**config.mk**
```make
export PLATFORM = sky130hd
export DESIGN_NAME = updown_counter_mod
export DESIGN_NICKNAME = d
export VERILOG_FILES = /design/src/rtl/updown_counter_mod_pkg.sv /design/src/rtl/updown_counter_next.sv /design/src/rtl/updown_counter_mod.sv
export SDC_FILE = /design/constraint.sdc
export NUM_CORES = 1
export LEC_CHECK = 0
export ABC_AREA = 0
export BUFFER_PORTS_ARGS = -buffer_cell sky130_fd_sc_hd__buf_4
export CAP_MARGIN = 30
export CORE_AREA = 10 10 47 49
export CTS_CLUSTER_SIZE = 12
export DETAILED_ROUTE_END_ITERATION = 8
export DIE_AREA = 0 0 57 59
export PLACE_DENSITY_LB_ADDON = 0.05
export SLEW_MARGIN = 5
export SYNTH_ARGS = -nofsm -noshare
export SYNTH_HDL_FRONTEND = slang
export SYNTH_HIERARCHICAL = 1
export SYNTH_SLANG_ARGS = --single-unit
```
**constraint.sdc**
```tcl
create_clock -name clk -period 2.2 [get_ports clk]
set_input_delay 0.44 -clock clk [delete_from_list [all_inputs] [get_ports clk]]
set_output_delay 0.44 -clock clk [all_outputs]
set_load 0.05 [all_outputs]
```
**src/rtl/updown_counter_mod_pkg.sv**
```systemverilog
// ============================================================================
//  Module  : updown_counter_mod_pkg
//  Brief   : Shared encodings and helpers for the modulo-M up/down counter.
//  Revision: 1.0  initial release
// ============================================================================
`default_nettype none

package updown_counter_mod_pkg;

    // Boundary-mode encodings for the sat input.
    localparam logic MODE_WRAP = 1'b0;
    localparam logic MODE_SAT  = 1'b1;

    // Resolved per-edge operation after clear > load > enable priority.
    typedef enum logic [1:0] {
        OP_HOLD  = 2'd0,
        OP_CLEAR = 2'd1,
        OP_LOAD  = 2'd2,
        OP_COUNT = 2'd3
    } op_e;

    // Legal modulus range check without $clog2: 2 <= m <= 2**n.
    function automatic bit modulus_ok(input int n, input int m);
        return (m >= 2) && (m <= (1 << n));
    endfunction

endpackage : updown_counter_mod_pkg

`default_nettype wire

```
**src/rtl/updown_counter_next.sv**
```systemverilog
// ============================================================================
//  Module  : updown_counter_next
//  Brief   : Combinational next-state, event and terminal-count logic.
//  Revision: 1.0  initial release
// ============================================================================
`default_nettype none

module updown_counter_next
    import updown_counter_mod_pkg::*;
#(
    parameter int N = 4,
    parameter int M = 16
) (
    input  logic [N-1:0] i_q,
    input  logic         i_up,
    input  logic         i_sat,
    input  logic         i_enable,
    input  logic         i_clear,
    input  logic         i_load,
    input  logic [N-1:0] i_d,
    output logic [N-1:0] o_q_next,
    output logic         o_wrap_ev,
    output logic         o_sat_ev,
    output logic         o_tc
);

    // Bound kept at N bits so M = 2**N never needs an (N+1)-bit compare.
    localparam logic [N-1:0] c_MAX  = N'(M - 1);
    localparam logic [N-1:0] c_ZERO = '0;
    localparam logic [N-1:0] c_ONE  = N'(1);

    op_e  w_op;
    logic w_at_max;
    logic w_at_zero;
    logic w_at_bound;

    assign w_at_max   = (i_q == c_MAX);
    assign w_at_zero  = (i_q == c_ZERO);
    assign w_at_bound = i_up ? w_at_max : w_at_zero;

    always_comb begin
        w_op = OP_HOLD;
        if (i_clear) begin
            w_op = OP_CLEAR;
        end else if (i_load) begin
            w_op = OP_LOAD;
        end else if (i_enable) begin
            w_op = OP_COUNT;
        end
    end

    always_comb begin
        o_q_next  = i_q;
        o_wrap_ev = 1'b0;
        o_sat_ev  = 1'b0;
        case (w_op)
            OP_CLEAR: o_q_next = c_ZERO;
            OP_LOAD:  o_q_next = (i_d > c_MAX) ? c_MAX : i_d;
            OP_COUNT: begin
                if (!w_at_bound) begin
                    o_q_next = i_up ? (i_q + c_ONE) : (i_q - c_ONE);
                end else if (i_sat == MODE_SAT) begin
                    o_sat_ev = 1'b1;
                end else begin
                    o_q_next  = i_up ? c_ZERO : c_MAX;
                    o_wrap_ev = 1'b1;
                end
            end
            default: o_q_next = i_q;
        endcase
    end

    // Carry/borrow for cascading; deliberately blind to the boundary mode.
    assign o_tc = (w_op == OP_COUNT) && w_at_bound;

endmodule : updown_counter_next

`default_nettype wire

```
**src/rtl/updown_counter_mod.sv**
```systemverilog
// ============================================================================
//  Module  : updown_counter_mod
//  Brief   : Modulo-M up/down counter with clear, load, wrap/saturate mode,
//            cascade terminal count and wrap/saturation status.
//  Revision: 1.0  initial release
// ============================================================================
`default_nettype none

module updown_counter_mod
    import updown_counter_mod_pkg::*;
#(
    parameter int N = 4,
    parameter int M = 16
) (
    input  logic         clk,
    input  logic         reset_n,
    input  logic         enable,
    input  logic         up,
    input  logic         sat,
    input  logic         clear,
    input  logic         load,
    input  logic [N-1:0] d,
    output logic [N-1:0] Q,
    output logic         tc,
    output logic         wrapped,
    output logic         sat_hit
);

    generate
        if (!modulus_ok(N, M)) begin : g_bad_modulus
            $error("updown_counter_mod: M=%0d outside 2..2**N for N=%0d", M, N);
        end
    endgenerate

    logic [N-1:0] r_q;
    logic         r_wrapped;
    logic         r_sat_hit;
    logic [N-1:0] w_q_next;
    logic         w_wrap_ev;
    logic         w_sat_ev;

    updown_counter_next #(
        .N (N),
        .M (M)
    ) u_next (
        .i_q       (r_q),
        .i_up      (up),
        .i_sat     (sat),
        .i_enable  (enable),
        .i_clear   (clear),
        .i_load    (load),
        .i_d       (d),
        .o_q_next  (w_q_next),
        .o_wrap_ev (w_wrap_ev),
        .o_sat_ev  (w_sat_ev),
        .o_tc      (tc)
    );

    // wrapped is a pure one-cycle pulse; sat_hit is sticky until clear/reset.
    always_ff @(posedge clk or negedge reset_n) begin
        if (!reset_n) begin
            r_q       <= '0;
            r_wrapped <= 1'b0;
            r_sat_hit <= 1'b0;
        end else begin
            r_q       <= w_q_next;
            r_wrapped <= w_wrap_ev;
            if (clear) begin
                r_sat_hit <= 1'b0;
            end else if (w_sat_ev) begin
                r_sat_hit <= 1'b1;
            end
        end
    end

    assign Q       = r_q;
    assign wrapped = r_wrapped;
    assign sat_hit = r_sat_hit;

endmodule : updown_counter_mod

`default_nettype wire

```
-- After elaboration in Yosys (flattened, before gate mapping)
Index checks and enable logic that the tools add are counted.
- register bits: 6
- output and inout port bits: 7
- logic and storage cells: 34
- input bits: 11
- reductions and logical operators: 5
- muxes and demuxes: 18
- add/sub/neg operators: 2
- equal/unequal tests: 5
- magnitude comparators: 1
- operator list (cell ; count):
    4-bit 2-to-1 mux ; 5
    4-bit one-hot mux with 3 select lines ; 1
    1-bit 2-to-1 mux ; 9
    2-bit 2-to-1 mux ; 3
    4-bit by 1-bit adder with 4-bit output (second input constant) ; 1
    2-bit equality test (second input constant) ; 2
    4-bit equality test (second input constant) ; 1
    4-bit > comparator (second input constant) ; 1
    4-bit zero test ; 1
    4-bit by 1-bit subtractor with 4-bit output (second input constant) ; 1
    3-bit != test (second input constant) ; 1
    3-bit nonzero test ; 1
    2-bit by 1-bit equality test with 1-bit output (second input constant) ; 1
    2-bit AND reduction ; 1
    2-bit nonzero test ; 1
    1-bit logical AND ; 1

-- Depth between registers and ports, before layout
- word-level depth: 7
- mapped depth: 6
- gate-level depth less buffers: 6

-- By module
Netlist, hierarchy kept.
- modules (own cells, without submodules) (module ; cells each ; seq. area each (µm²) ; area an instance (µm²) ; times used):
    updown_counter_next ; 40 ; 0.0 ; 324.1 ; 1
    updown_counter_mod ; 7 ; 150.1 ; 160.2 ; 1

-- Worst setup path after synthesis
OpenSTA, ideal clock, no wires.
- kind: reg2out
- from: register r_q[1], in the netlist Q[1]
- to: output tc
- buffers on the path: 0
- path slack: 0.278 ns
- cell stages (with the launch flop): 4
- arrival: 1.482 ns
- required time: 1.760 ns
- cells stage by stage: dfrtp_1 -> and4_4 -> o21a_1 -> o21a_2
- word-level cells in the longest chain between the ends: 3
- elaborated cells on any way between the ends: 4
- those cells by class: eq/ne: 1; mux: 1; reduce/logical: 2
- RTL lines (element ; RTL line ; source):
    start: declaration ; updown_counter_mod.sv:35 ; logic [N-1:0] r_q;
    start signal: assignment ; updown_counter_mod.sv:66 ; r_q <= w_q_next;
    4-bit equality test / 4-bit zero test (equally long branches) ; updown_counter_next.sv:37, updown_counter_next.sv:38 ;
    1-bit 2-to-1 mux * ; updown_counter_next.sv:39 ; assign w_at_bound = i_up ? w_at_max : w_at_zero;
    1-bit logical AND * ; updown_counter_next.sv:74 ; assign o_tc = (w_op == OP_COUNT) && w_at_bound;
    end: declaration ; updown_counter_mod.sv:24 ; output logic tc,
Every way passes the cells marked *; elsewhere a longest branch is shown, timed or not.

-- Worst setup path after layout
Ends and elaborated chain as after synthesis.

==> out/results.tsv <==
stage	metric	value	unit
synth	ys_seq_area_share	31.0	%
placed_design	dp.cells	79	
placed_design	dp_slack	0.385	ns
timing	rsz0062_at_grt	false	
final_layout	multi_input_area	318	um^2
final_layout	antenna_cells	0	
final_layout	final_nets	83	
worst_setup_path	end_kind	output pin	
worst_setup_path	worst-path-max-fanout	6	
clocking	cts.sinks	6	
synth	synth_top_flop_cell	dfrtp_1	
clocking	cts_buffers	3	
synth	yosysUniqueCellTypes	26	
drt	drtAntennaViolNets	0	
drt	dr.pass1.iters	3	
timing	skew	0.00316	ns
hold_path	hold_path_class	in -> reg	
synth	ys_top_cells_by_count	dfrtp_1 (6), nor2_1 (6)	
die	rows	14	
clocking	cts_tree	yes	
synth	yosysWarnings	6	
power_and_ir_drop	power_density	581	mW/mm^2
timing	period_needed	1.98	ns
synth	yosysTopAreaCell	dfrtp_1	
clocking	ctsResizeCount	0	
final_layout	seqCellArea	150	um^2
clocking	cts_setup_buffers	0	
die	start_util	34.6	%
synth	synth_area_per_cell	10.3	um^2
drt	drcViolationCount	0	
flow_run	max_cap_violations	0	
clocking	htreeDepth	1	
synth	synth.top_cell.area_share	31.0	%
timing	hold_ws	0.373	ns
timing	final-max-slew-violation-count	0	
grt	grt.overflow.total	0	
synth	synth_area	484	um^2
clocking	clockRootBuffer	clkbuf_4	
drt	drt_wl_total	1.36	mm
timing	worstMarginPinSlew	0.289	ns
worst_setup_path	path_cells	and4_4 -> o21a_1 -> o21a_2 -> buf_4	
power_and_ir_drop	power_leakage	0.320	nW
grt	grt_pass1_wl	2.11	mm
worst_setup_path	path_delay_family	flip-flops	
synth	synth-seq-cells	6	
drt	wire_per_inst	16.3	um
die	die_area	0.00336	mm^2
synth	synth-edff-count	0	
placed_design	dpl.hpwl	1.10	mm
worst_setup_path	cp.required	1.76	ns
grt	grt_use_total	8.18	%
timing	slew_headroom	80.6	%
synth	synthMuxAreaShare	6.72	%
final_layout	fillers	159	
worst_setup_path	arrival	1.54	ns
clocking	clockBufferDepth	2	
worst_setup_path	path_buf_inv	1	
drt	drt_iter0_drc	5	
timing	fin_crit_sh	89.8	%
synth	synthSimpleGateAreaFrac	22.5	%
timing	fin_setup_tns	0	ns
synth	synth_compound_area_share	21.7	%
synth	synth_area_leaders	dfrtp_1 (31%), xnor2_1 (5.4%), ha_1 (5.2%), nor3b_2 (5.2%), a22oi_1 (4.7%)	
die	die_w	57	um
clocking	ctsHoldBuffers	1	
final_layout	area_delta_synth_final	36.2	%
status	status	finished clean	
worst_setup_path	slowest_delay	0.51	ns
synth	synth_fa_ha_area_share	9.30	%
worst_setup_path	cpMaxStageDelayCell	dfrtp_1	
die	io_pins	18	
drt	via_per_inst	5.30	
synth	async_flop_share	100	%
final_layout	post-route-util	47.1	%
power_and_ir_drop	peakVddDrop	0.000282	V
grt	grt_pass1_vias	458	
synth	netlist_instances	47	
clocking	clock_latency	0.26	ns
drt	vias	440	
placed_design	io_buffers	17	
synth	synth_top_family_by_area	simple AND/OR/NAND/NOR gates	
grt	grt_max_degree	9	
final_layout	fin_cells	83	
timing	setup_slack	0.224	ns
worst_setup_path	cp-start-kind	flop	
worst_setup_path	crit_type	reg -> out	
timing	max_freq	506	MHz
clocking	clk_pin_slew_worst_paths	0.05	ns
placed_design	gp_congestion	0.792	
die	die_h	59	um
die	core	0.00140	mm^2
synth	synth_nets	61	
timing	final-setup-viol-count	0	
synth	synthXorXnorAreaFrac	5.43	%
timing	hold_viol	0	
final_layout	drive_above_1_share	40.3	%
grt	antenna_found_initial	0	
[cell families (layout without fill, tap and decap cells)]
kind of cell | Yosys count | after routing
buffers and inverters | 4 | 24
muxes | 2 | 2
and+or+nand+nor | 15 | 15
adders and majority gates | 3 | 3
AOI/OAI and AO/OA | 14 | 14
xor gates and xnor gates | 3 | 3
DFF | 6 | 6
[state kept, by name (all words and copies together), names as in the netlist]
signal   flops
wrapped      1
sat_hit      1
Q            4
[worst register-to-register path, cell delays in order (launching register included)]
cell	delay (ns)
dfrtp_1	0.48
ha_1	0.34
a21o_1	0.17
a21oi_1	0.17
xnor2_1	0.09
a311o_1	0.34
[path summary, 6_finish.rpt]
check,from,to,slack [ns],cells after the start
worst max-delay path,Q[1],tc,0.22,4
worst min-delay path,sat,wrapped,0.37,2
worst max register to register,Q[1],Q[3],0.50,5
worst min register to register,sat_hit,sat_hit,0.48,1
max in group asynchronous,reset_n,Q[3],1.56,2
min in group asynchronous,reset_n,sat_hit,0.53,2
[cell usage in the layout, fill, tap and decap left out, types with 2 or more instances in the layout]
master and count:
a21oi_1 3, a22oi_1 3, a311o_1 2, buf_4 17, clkbuf_4 3, dfrtp_1 6, ha_1 2, inv_1 3
nor2_1 6, nor3b_2 2, xnor2_1 3
[routing by layer]
metal	vias up	global-route usage (%)	wire length, um
li1	211	-	-
met1	209	8.60	559
met2	16	12.4	632
met3	4	4.08	123
met4	0	6.04	41
met5	-	0	0
[through the flow]
step | power, mW | area (um^2)
floorplan | 0.225 | 484
global placement | 0.274 | 627
detailed placement | 0.274 | 627
CTS | 0.389 | 659
global route | 0.404 | 659
finish | 0.383 | 659
[where the power goes]
| part | leakage (nW) | total, mW | internal [mW] | switching, mW |
|---|---|---|---|---|
| clock | 0.0138 | 0.111 | 0.0623 | 0.0490 |
| combinational | 0.226 | 0.138 | 0.0609 | 0.0773 |
| sequential | 0.0801 | 0.134 | 0.118 | 0.0154 |
| total | 0.320 | 0.383 | 0.242 | 0.142 |
[layout make-up]
type	count	area share [%]
sequential	6	22.8
tap	16	3.04
inverter	3	1.71
multi-input combinational	37	48.2
timing repair buffer	18	20.9
clock buffer	3	3.42
Note: power is estimated with default switching activity, not from simulation.
